[src/rtl/serial_add_sub.sv]
// Digit-serial two's-complement adder/subtractor: DIGIT bits per clock, LSB digit first,
// start/busy/done handshake. Define SERIAL_ADD_SUB_SAT_EN for signed saturation on overflow.
module serial_add_sub #(
    parameter int WIDTH = 8,
    parameter int DIGIT = 1
) (
    input  logic             clk,
    input  logic             rst_n,
    input  logic             start,
    input  logic [WIDTH-1:0] A,
    input  logic [WIDTH-1:0] B,
    input  logic             m,
    output logic             busy,
    output logic             done,
    output logic [WIDTH-1:0] Sum,
    output logic             Carry,
    output logic             Overflow,
    output logic             Zero
);

    localparam int N     = (DIGIT > 0) ? (WIDTH / DIGIT) : 1;
    localparam int CNT_W = (N > 1) ? $clog2(N) : 1;
    localparam logic [CNT_W-1:0] CNT_LAST = CNT_W'(N - 1);
    localparam logic [CNT_W-1:0] CNT_ONE  = CNT_W'(1);

    generate
        if ((WIDTH < 2) || (DIGIT < 1) || (DIGIT > WIDTH) || ((WIDTH % DIGIT) != 0)) begin : g_bad_params
            $error("serial_add_sub: WIDTH must be >= 2 and DIGIT must divide WIDTH exactly");
        end
    endgenerate

    typedef enum logic [1:0] {
        ST_IDLE = 2'd0,
        ST_RUN  = 2'd1,
        ST_DONE = 2'd2
    } state_t;

`ifdef SERIAL_ADD_SUB_SAT_EN
    function automatic logic [WIDTH-1:0] sat_value(input logic neg);
        sat_value = {neg, {(WIDTH-1){~neg}}};
    endfunction
`endif

    state_t             state_r;
    state_t             state_s;
    logic [WIDTH-1:0]   opa_r;
    logic [WIDTH-1:0]   opb_r;
    logic [WIDTH-1:0]   acc_r;
    logic               c_r;
    logic [CNT_W-1:0]   cnt_r;
    logic               a_msb_r;
    logic               b_msb_r;
    logic [WIDTH-1:0]   sum_r;
    logic               carry_r;
    logic               ovf_r;
    logic               zero_r;

    logic               accept_s;
    logic               last_s;
    logic [DIGIT:0]     dsum_s;
    logic [WIDTH+DIGIT-1:0] acc_ext_s;
    logic [WIDTH-1:0]   acc_next_s;
    logic               ovf_s;
    logic [WIDTH-1:0]   sum_fin_s;

    // Handshake decode: start is only honoured while ready (IDLE or DONE)
    always_comb begin
        accept_s = 1'b0;
        last_s   = 1'b0;
        if (start && ((state_r == ST_IDLE) || (state_r == ST_DONE))) begin
            accept_s = 1'b1;
        end else begin
            accept_s = 1'b0;
        end
        if ((state_r == ST_RUN) && (cnt_r == CNT_LAST)) begin
            last_s = 1'b1;
        end else begin
            last_s = 1'b0;
        end
    end

    // Next-state logic
    always_comb begin
        state_s = state_r;
        case (state_r)
            ST_IDLE: begin
                if (start) state_s = ST_RUN;
                else       state_s = ST_IDLE;
            end
            ST_RUN: begin
                if (last_s) state_s = ST_DONE;
                else        state_s = ST_RUN;
            end
            ST_DONE: begin
                if (start) state_s = ST_RUN;
                else       state_s = ST_IDLE;
            end
            default: state_s = ST_IDLE;
        endcase
    end

    // Digit adder, result shift and final flag evaluation
    always_comb begin
        dsum_s     = {1'b0, opa_r[DIGIT-1:0]} + {1'b0, opb_r[DIGIT-1:0]} + {{DIGIT{1'b0}}, c_r};
        acc_ext_s  = {dsum_s[DIGIT-1:0], acc_r};
        acc_next_s = acc_ext_s[WIDTH+DIGIT-1:DIGIT];
        // operands with equal sign producing a result of the other sign
        ovf_s      = (a_msb_r == b_msb_r) && (acc_next_s[WIDTH-1] != a_msb_r);
`ifdef SERIAL_ADD_SUB_SAT_EN
        if (ovf_s) begin
            sum_fin_s = sat_value(a_msb_r);
        end else begin
            sum_fin_s = acc_next_s;
        end
`else
        sum_fin_s  = acc_next_s;
`endif
    end

    // State register
    always_ff @(posedge clk or negedge rst_n) begin
        if (!rst_n) begin
            state_r <= ST_IDLE;
        end else begin
            state_r <= state_s;
        end
    end

    // Operand capture and digit-serial shifting
    always_ff @(posedge clk or negedge rst_n) begin
        if (!rst_n) begin
            opa_r   <= {WIDTH{1'b0}};
            opb_r   <= {WIDTH{1'b0}};
            acc_r   <= {WIDTH{1'b0}};
            c_r     <= 1'b0;
            cnt_r   <= {CNT_W{1'b0}};
            a_msb_r <= 1'b0;
            b_msb_r <= 1'b0;
        end else if (accept_s) begin
            opa_r   <= A;
            opb_r   <= B ^ {WIDTH{m}};
            acc_r   <= {WIDTH{1'b0}};
            c_r     <= m;
            cnt_r   <= {CNT_W{1'b0}};
            a_msb_r <= A[WIDTH-1];
            b_msb_r <= B[WIDTH-1] ^ m;
        end else if (state_r == ST_RUN) begin
            opa_r   <= opa_r >> DIGIT;
            opb_r   <= opb_r >> DIGIT;
            acc_r   <= acc_next_s;
            c_r     <= dsum_s[DIGIT];
            cnt_r   <= cnt_r + CNT_ONE;
        end
    end

    // Result and flag registers, loaded only on the final RUN edge
    always_ff @(posedge clk or negedge rst_n) begin
        if (!rst_n) begin
            sum_r   <= {WIDTH{1'b0}};
            carry_r <= 1'b0;
            ovf_r   <= 1'b0;
            zero_r  <= 1'b0;
        end else if (last_s) begin
            sum_r   <= sum_fin_s;
            carry_r <= dsum_s[DIGIT];
            ovf_r   <= ovf_s;
            zero_r  <= (sum_fin_s == {WIDTH{1'b0}});
        end
    end

    assign busy     = (state_r == ST_RUN);
    assign done     = (state_r == ST_DONE);
    assign Sum      = sum_r;
    assign Carry    = carry_r;
    assign Overflow = ovf_r;
    assign Zero     = zero_r;

endmodule

[config.mk]
export PLATFORM = sky130hd
export DESIGN_NAME = serial_add_sub
export DESIGN_NICKNAME = d
export VERILOG_FILES = /design/src/rtl/serial_add_sub.sv
export SDC_FILE = /design/constraint.sdc
export NUM_CORES = 1
export LEC_CHECK = 0
export CORE_AREA = 2 2 67 69
export CTS_BUF_LIST = sky130_fd_sc_hd__clkbuf_4 sky130_fd_sc_hd__clkbuf_8
export CTS_CLUSTER_DIAMETER = 80
export DETAILED_ROUTE_END_ITERATION = 8
export DIE_AREA = 0 0 69 71
export PLACE_DENSITY = 0.66
export SYNTH_ARGS = -nofsm -noshare
export SYNTH_HDL_FRONTEND = slang
export SYNTH_SLANG_ARGS = --single-unit
[constraint.sdc]
create_clock -name clk -period 2.6 [get_ports clk]
set_input_delay 0.52 -clock clk [delete_from_list [all_inputs] [get_ports clk]]
set_output_delay 0.52 -clock clk [all_outputs]
set_load 0.005 [all_outputs]
### After elaboration in Yosys (flattened, before gate mapping)

Index checks and enable logic that the tools add are counted.
W data, S select, Z words.

| storage, ports and cells | value |
|---|---|
| word-level logic and storage cells | 45 |
| input bits | 20 |
| bits in registers | 43 |

| operators by class | value |
|---|---|
| add/sub/neg operators | 3 |
| reduce and logical (&&, ||, !) cells | 8 |
| bitwise gates (word level) | 2 |
| equality and inequality tests | 5 |
| muxes and demuxes | 15 |

Operators with widths:

| cell | count |
|---|---|
| $mux W8 | 6 |
| $logic_not A8 Y1 | 1 |
| $xor A8 B8 Y8 | 1 |
| $mux W3 | 2 |
| $mux W1 | 5 |
| $pmux W2 S2 | 1 |
| $add A3 B1 Y3 const B | 1 |
| $eq A3 B3 Y1 const B | 1 |
| $logic_and A1 B1 Y1 | 3 |
| $add A1 B1 Y2 | 1 |
| $add A2 B1 Y2 | 1 |
| $eq A2 B1 Y1 const B | 1 |
| $eq A2 B2 Y1 const B | 1 |
| $logic_not A2 Y1 | 1 |
| $mux W2 | 1 |
| $reduce_bool A2 Y1 | 1 |
| $reduce_or A2 Y1 | 1 |
| $eq A1 B1 Y1 | 1 |
| $logic_or A1 B1 Y1 | 1 |
| $ne A1 B1 Y1 | 1 |
| $xor A1 B1 Y1 | 1 |

### Logic depth before layout (Yosys ltp)

Gate-level depths: netlist of the first run.

| logic depth | value |
|---|---|
| word-level depth | 5 |
| gate-level depth with buffers | 6 |
| mapped depth without buffers | 5 |

### Worst setup path after synthesis of the first run

No wires, ideal clock.

| timing path | value |
|---|---|
| kind | register to register |
| from | register cnt_r[0] |
| to | register carry_r (netlist: Carry) |
| path slack | 1.024 ns |
| buffers on the path | 1 |
| stages on the path, launching flop included | 6 |
| arrival | 1.451 ns |
| clock period less this slack | 1.576 ns |
| cells stage by stage | dfrtp_1 > ha_1 > ha_1 > nand3b_1 > buf_2 > mux2_2 |

| between the ends | value |
|---|---|
| word-level cells in the longest chain between the ends | 3 |

Ends and longest elaborated chain:

| element | line | RTL |
|---|---|---|
| from (decl) | 50 | `logic [CNT_W-1:0] cnt_r;` |
| from (signal assigned) | 136 | `cnt_r <= {CNT_W{1'b0}};` |
| from (signal assigned) | 144 | `cnt_r <= {CNT_W{1'b0}};` |
| from (signal assigned) | 152 | `cnt_r <= cnt_r + CNT_ONE;` |
| $eq A3 B3 Y1 | 75 | `if ((state_r == ST_RUN) && (cnt_r == CNT_LAST)) begin` |
| $logic_and A1 B1 Y1 | 75 |  |
| $mux W1 | 75 |  |
| to (signal assigned) | 165 | `carry_r <= dsum_s[DIGIT];` |
| to (decl) | 54 | `logic carry_r;` |

Every way passes these cells.
A chain may end at the register's enable or synchronous reset.

### Worst setup path in the final report of the first run

| timing path | value |
|---|---|
| from | register state_r[0] |
| to | output busy |

| between the ends | value |
|---|---|
| word-level cells in the longest chain between the ends | 1 |

Ends and longest elaborated chain:

| element | line | RTL |
|---|---|---|
| from (decl) | 44 | `state_t state_r;` |
| from (signal assigned) | 125 | `state_r <= state_s;` |
| $eq A2 B1 Y1 | 171 | `assign busy = (state_r == ST_RUN);` |
| to (decl) | 13 | `output logic busy,` |

Every way passes these cells.

==> flow_summary.toml, run 1 <==
[floorplanning]
floorplan.die.height_um = 71
coreArea_um2 = 4200
floorplan.initialDensity = 0.436
die_w_um = 69
std_cell_rows = 24
io_pins = 33
die_area_um2 = 4900

[route]
post_route_drc_violation_count = 0
routed_via_density = 5.16
number_of_iterations_in_the_first_detailed_routing_pass = 4
detail_route.wirelength_um = 3370
post_drt_wl_per_cell_um = 14.6
initialDrtViolationCount = 75
route.antenna.remaining_nets = 0
vias = 1193

[critical_path]
reg2reg_depth = 4
worstSetupPathDepth = 2
rrSetupSlack_ps = 790
critPathTopFamily = "buffers and inverters"
cp_cell_sequence = "nor2b_2, clkdlybuf4s50_1"
critical_path_required_ps = 2080
cp_data_arrival_time_ps = 1370
timing.setup.critical_path_class = "register to output pin"
cp.buffers_inverters = 1
regToRegStartpoint = "cnt_r[0]$_DFFE_PN0P_"
critical_path.max_stage_delay_ps = 510
critPathSlowestCell = "sky130_fd_sc_hd__clkdlybuf4s50_1"
crit-reg2reg-capture = "Sum[0]$_DFFE_PN0P_"
critPathLaunchType = "register"
cp-startpoint = "state_r[0]$_DFF_PN0_"
cp-end-kind = "output pin"
cp_capture_point = "busy"
path_max_fanout = 5

[timing]
post-route-worst-setup-slack_ps = 707
grt_setup_unrepaired = "false"
hold_ws_ps = 364
finalCritPeriodShare = 0.728
worst_slew_margin_rel = 0.383
post-route-min-period_ps = 1890
final-hold-violation-count = 0
final-setup-viol-count = 0
finalMaxSlewViolations = 0
fin_tns_setup_ps = 0
worst_slew_pin_slew_ps = 926
max_freq_mhz = 528
finalClockSkew_ps = 3.65

[cts]
clk_pin_slew_ps = 80
cts_repair_resize_count = 0
post_cts.repair.setup_buffers = 0
clock_sinks = 42
cts_buffers = 5
cts_htree_levels = 2
tritoncts = "done"
cts_root_buf = "sky130_fd_sc_hd__clkbuf_8"
post_cts_hold_buffer_count = 0
max-clock-path-buffers = 2
clock_latency_ps = 290

[cells_and_area]
layout-area-overhead-vs-synth_pct = 23.8
multiInputGateArea_um2 = 706
instances_no_fill = 231
most-common-layout-cells = "42 x sky130_fd_sc_hd__dfrtp_1, 31 x sky130_fd_sc_hd__clkdlybuf4s50_1, 17 x sky130_fd_sc_hd__nand2_1, 15 x sky130_fd_sc_hd__a22o_1, 11 x sky130_fd_sc_hd__o21ai_0"
diodes = 0
nets = 201
most_common_library_cell_in_the_layout_ignoring_fill_and_taps = "sky130_fd_sc_hd__dfrtp_1"
n_fill_cell = 370
final-seq-area_um2 = 1050
fraction_of_final_layout_cells_sized_beyond_drive_strength_1 = 0.128
utilization = 0.540
stdcell_area_um2 = 2270

[synthesis]
synth_sequential_area_ratio = 0.573
fraction_of_synthesis_flops_using_an_asynchronous_set_or_reset_pin = 1.00
synth_seq_cells = 42
synth.yosys.warnings = 0
synthFlopType = "sky130_fd_sc_hd__dfrtp_1"
netlist_top_cells_area = "sky130_fd_sc_hd__dfrtp_1 57%, sky130_fd_sc_hd__a22o_1 7.2%, sky130_fd_sc_hd__mux2_2 6.1%, sky130_fd_sc_hd__mux2i_1 4.4%, sky130_fd_sc_hd__nand2_1 3.5%"
synth_largest_type_area_fraction = 0.573
synth_enable_flop_cells = 0
synth_cell_type_count = 27
synth_area_um2 = 1830
synth_largest_area_cell = "sky130_fd_sc_hd__dfrtp_1"
synth_cells = 146
synth_area_per_cell_um2 = 12.6
mappedNetlistNets = 169

[pwr]
combPwrFrac = 0.390
p_switching_mw = 0.863
pwr-share-seq = 0.423
powerDensity_nw_per_um2 = 1180
p_leak_nw = 1.07
clock_power_share = 0.187
finalPower_mw = 2.68
cell_internal_pwr_mw = 1.82
irDropWorstVdd_mv = 0.449
switching_share = 0.322

[placement]
pre_cts_slack_ps = 679
port_buffers = 32
post-place-cells = 223
placement.cell_area_um2 = 2160
dpl.hpwl_um = 2310
place.gp.congestion = 0.746

[global_route]
grt_max_degree = 43
global_route.overflow_total = 0
first_global_vias = 1220
globalRouteTotalUtil = 0.145
grt_first_pass_wirelength_um = 5650
number_of_antenna_violations_at_the_first_check_in_global_routing = 0

[status]
status = "complete, no violations"

[flow_run]
number_of_maximum_capacitance_violations = 0

[min_path]
min-delay-path-class = "primary input to async pin"
-- cell families (layout without fill, tap and decap cells) --
family | after synthesis | after routing | synth area share
xor+xnor | 8 | 8 | 0.0382
simple gates | 30 | 30 | 0.0799
flops | 42 | 42 | 0.573
mux | 18 | 18 | 0.105
compound gates | 34 | 34 | 0.137
fa+ha+maj | 3 | 3 | 0.0246
buf+inv | 11 | 44 | 0.0416
-- how the worst min path moves through the flow --
| stage | to | slack (ps) | cells after the start |
|---|---|---|---|
| after floorplan | Carry$_DFFE_PN0P_ | 220 | 0 |
| after global placement | opa_r[2]$_DFFE_PN0P_ | 460 | 1 |
| after detailed placement | opa_r[2]$_DFFE_PN0P_ | 470 | 1 |
| after CTS | Sum[3]$_DFFE_PN0P_ | 390 | 1 |
| after global routing | Sum[4]$_DFFE_PN0P_ | 440 | 1 |
| final | acc_r[5]$_DFFE_PN0P_ | 360 | 1 |
-- power groups by stage --
| stage | Clock [mW] | Combinational (mW) | Sequential (mW) |
|---|---|---|---|
| detailed placement | 0 | 1.07 | 1.15 |
| finish | 0.501 | 1.05 | 1.13 |
| CTS | 0.513 | 1.07 | 1.13 |
| floorplan | 0 | 0.754 | 1.11 |
| global route | 0.537 | 1.16 | 1.17 |
| global placement | 0 | 1.03 | 1.13 |
-- cells in the mapped netlist (2+ instances only) --
master,n
sky130_fd_sc_hd__a22o_1,15
sky130_fd_sc_hd__nand2_1,17
sky130_fd_sc_hd__xor2_1,5
sky130_fd_sc_hd__nor2b_1,2
sky130_fd_sc_hd__inv_1,2
sky130_fd_sc_hd__a221o_1,3
sky130_fd_sc_hd__buf_6,2
sky130_fd_sc_hd__buf_2,4
sky130_fd_sc_hd__xnor2_1,3
sky130_fd_sc_hd__ha_1,2
sky130_fd_sc_hd__mux2_2,10
sky130_fd_sc_hd__dfrtp_1,42
sky130_fd_sc_hd__nor4_1,2
sky130_fd_sc_hd__mux2i_1,8
sky130_fd_sc_hd__nor2_1,4
sky130_fd_sc_hd__a21o_1,4
sky130_fd_sc_hd__o21ai_0,11
-- area by class of cell --
cell class                      instances  area share
Inverter                                2     0.00331
Sequential cell                        42       0.463
Multi-Input combinational cell         93       0.311
Clock inverter                          3      0.0177
Clock buffer                            5      0.0303
Timing Repair Buffer                   34       0.146
Tap cell                               52      0.0287
-- layer usage --
metal / share of wire / vias to the layer above / track usage
li1: - / 580 / -
met1: 0.46 / 582 / 0.190
met2: 0.48 / 27 / 0.235
met3: 0.043 / 4 / 0.0399
met4: 0.0074 / 0 / 0.0458
met5: 0 / - / 0
-- sequential cells by signal, indices dropped and copies added, names as in the netlist --
register,count
Carry,1
cnt_r,3
b_msb_r,1
opb_r,8
Sum,8
opa_r,8
state_r,2
acc_r,7
c_r,1
Overflow,1
a_msb_r,1
Zero,1
(Power assumes the default switching activity.)
==> run 2: changes to the inputs <==
==> constraint.sdc (replaced) <==
create_clock -name clk -period 1.94 [get_ports clk]
set_input_delay 0.388 -clock clk [delete_from_list [all_inputs] [get_ports clk]]
set_output_delay 0.388 -clock clk [all_outputs]
set_load 0.005 [all_outputs]
==> run 2 against run 1 <==
Critical path depth is the same. Utilization grew 0.80 points. Critical path type unchanged. Clock power grew 38%. Hold slack lost 210 ps. Critical endpoint unchanged. Final cell count grew 1.3%. Routed wire length shrank 4.7%. Combinational power grew 33%. Sequential share of layout area shrank 0.68 points. Sequential cell count is the same. Non-clock buffer count grew 4. Clock skew grew 3.3 ps.
==> flow_summary.toml, run 2 (synthesis gave the netlist of run 1 again) <==
[status]
status = "complete, no violations"

[route]
post_drt_wl_per_cell_um = 13.7
route.antenna.remaining_nets = 0
routed_via_density = 5.09
number_of_iterations_in_the_first_detailed_routing_pass = 4
detail_route.wirelength_um = 3210
vias = 1191
post_route_drc_violation_count = 0
initialDrtViolationCount = 90

[pwr]
irDropWorstVdd_mv = 0.603
powerDensity_nw_per_um2 = 1560
p_leak_nw = 1.08

[timing]
fin_tns_setup_ps = 0
worst_slew_pin_slew_ps = 515
final-hold-violation-count = 0
final-setup-viol-count = 0
worst_slew_margin_rel = 0.656
max_freq_mhz = 563
finalMaxSlewViolations = 0
post-route-min-period_ps = 1780
finalClockSkew_ps = 6.99
grt_setup_unrepaired = "false"
finalCritPeriodShare = 0.915

[critical_path]
timing.setup.critical_path_class = "register to output pin"
regToRegStartpoint = "opa_r[0]$_DFFE_PN0P_"
critPathSlowestCell = "sky130_fd_sc_hd__clkdlybuf4s50_1"
critPathLaunchType = "register"
cp_capture_point = "busy"
critPathTopFamily = "buffers and inverters"
rrSetupSlack_ps = 360
cp.buffers_inverters = 1
worstSetupPathDepth = 2
cp-end-kind = "output pin"
cp-startpoint = "state_r[0]$_DFF_PN0_"
critical_path.max_stage_delay_ps = 510
crit-reg2reg-capture = "Overflow$_DFFE_PN0P_"
cp_data_arrival_time_ps = 1390
path_max_fanout = 5
reg2reg_depth = 4
critical_path_required_ps = 1550
cp_cell_sequence = "nor2b_2, clkdlybuf4s50_1"

[cts]
cts_buffers = 5
cts_repair_resize_count = 0
post_cts.repair.setup_buffers = 0
cts_htree_levels = 2
max-clock-path-buffers = 2
tritoncts = "done"
clock_sinks = 42
clk_pin_slew_ps = 80
cts_root_buf = "sky130_fd_sc_hd__clkbuf_8"
clock_latency_ps = 290
post_cts_hold_buffer_count = 0

[cells_and_area]
most_common_library_cell_in_the_layout_ignoring_fill_and_taps = "sky130_fd_sc_hd__dfrtp_1"
instances_no_fill = 234
diodes = 0
most-common-layout-cells = "42 x sky130_fd_sc_hd__dfrtp_1, 31 x sky130_fd_sc_hd__clkdlybuf4s50_1, 17 x sky130_fd_sc_hd__nand2_1, 15 x sky130_fd_sc_hd__a22o_1, 11 x sky130_fd_sc_hd__o21ai_0"
layout-area-overhead-vs-synth_pct = 25.6
stdcell_area_um2 = 2300
nets = 205
fraction_of_final_layout_cells_sized_beyond_drive_strength_1 = 0.143
n_fill_cell = 378

[global_route]
globalRouteTotalUtil = 0.148
grt_max_degree = 43
grt_first_pass_wirelength_um = 5730
first_global_vias = 1289
number_of_antenna_violations_at_the_first_check_in_global_routing = 0
global_route.overflow_total = 0

[flow_run]
number_of_maximum_capacitance_violations = 0

[placement]
post-place-cells = 227
place.gp.congestion = 0.752
dpl.hpwl_um = 2300
placement.cell_area_um2 = 2190
port_buffers = 32

[floorplanning]
io_pins = 33
die_w_um = 69
coreArea_um2 = 4200
floorplan.die.height_um = 71
std_cell_rows = 24
floorplan.initialDensity = 0.436
die_area_um2 = 4900

[min_path]
min-delay-path-class = "primary input to async pin"
-- run 2: cell count changes in the layout (fill, tap and decap cells not counted) --
cell / delta
sky130_fd_sc_hd__buf_4: +4
sky130_fd_sc_hd__clkinv_2: -2
sky130_fd_sc_hd__clkbuf_8: +1
-- run 2: how the worst min path moves through the flow --
stage | start | to | slack [ps] | depth (start not counted)
floorplan | rst_n | Carry$_DFFE_PN0P_ | 90 | 0
global route | rst_n | Sum[5]$_DFFE_PN0P_ | 210 | 2
global placement | opa_r[1]$_DFFE_PN0P_ | opa_r[1]$_DFFE_PN0P_ | 460 | 1
finish | rst_n | Sum[5]$_DFFE_PN0P_ | 150 | 2
detailed placement | Zero$_DFFE_PN0P_ | Zero$_DFFE_PN0P_ | 470 | 2
CTS | rst_n | Sum[4]$_DFFE_PN0P_ | 170 | 2
-- run 2: metal layers --
metal / track usage / part of all wire / up-vias
met5: 0 / 0 / -
met4: 0.0588 / 0.016 / 0
met3: 0.0399 / 0.049 / 6
met2: 0.259 / 0.49 / 33
met1: 0.174 / 0.44 / 567
li1: - / - / 585
-- run 2: worst reg2reg max path, stage by stage (launching register included) --
cell and delay [ps]:
sky130_fd_sc_hd__dfrtp_1 410, sky130_fd_sc_hd__fa_1 650, sky130_fd_sc_hd__and3b_1 200, sky130_fd_sc_hd__a21oi_1 120
sky130_fd_sc_hd__o21ai_0 90
-- run 2: layout make-up --
cell class | instances | area (µm²) | share of cell area
inverters | 2 | 7.51 | 0.00326
repair buffers | 38 | 360 | 0.157
multi-input cells | 93 | 706 | 0.307
clock inverters | 1 | 30.0 | 0.0130
flip-flops and latches | 42 | 1050 | 0.457
well taps | 52 | 65.1 | 0.0283
clock buffers | 6 | 82.6 | 0.0359
-- run 2: power breakdown --
part           internal, mW  switching [mW]
clock network         0.412           0.277
registers              1.27           0.244
logic                 0.801           0.601
-- run 2: through the flow --
| step | utilization | hold WS (ps) | setup slack [ps] | total power [mW] |
|---|---|---|---|---|
| 3_3_place_gp | 0.521 | 459 | 190 | 2.89 |
| 3_5_place_dp | 0.521 | 470 | 187 | 2.96 |
| 4_1_cts | 0.548 | 170 | 145 | 3.66 |
| 5_1_grt | 0.548 | 205 | 99.4 | 3.88 |
| 2_1_floorplan | - | 92.4 | 364 | 2.49 |
| 6_report | 0.548 | 150 | 164 | 3.60 |
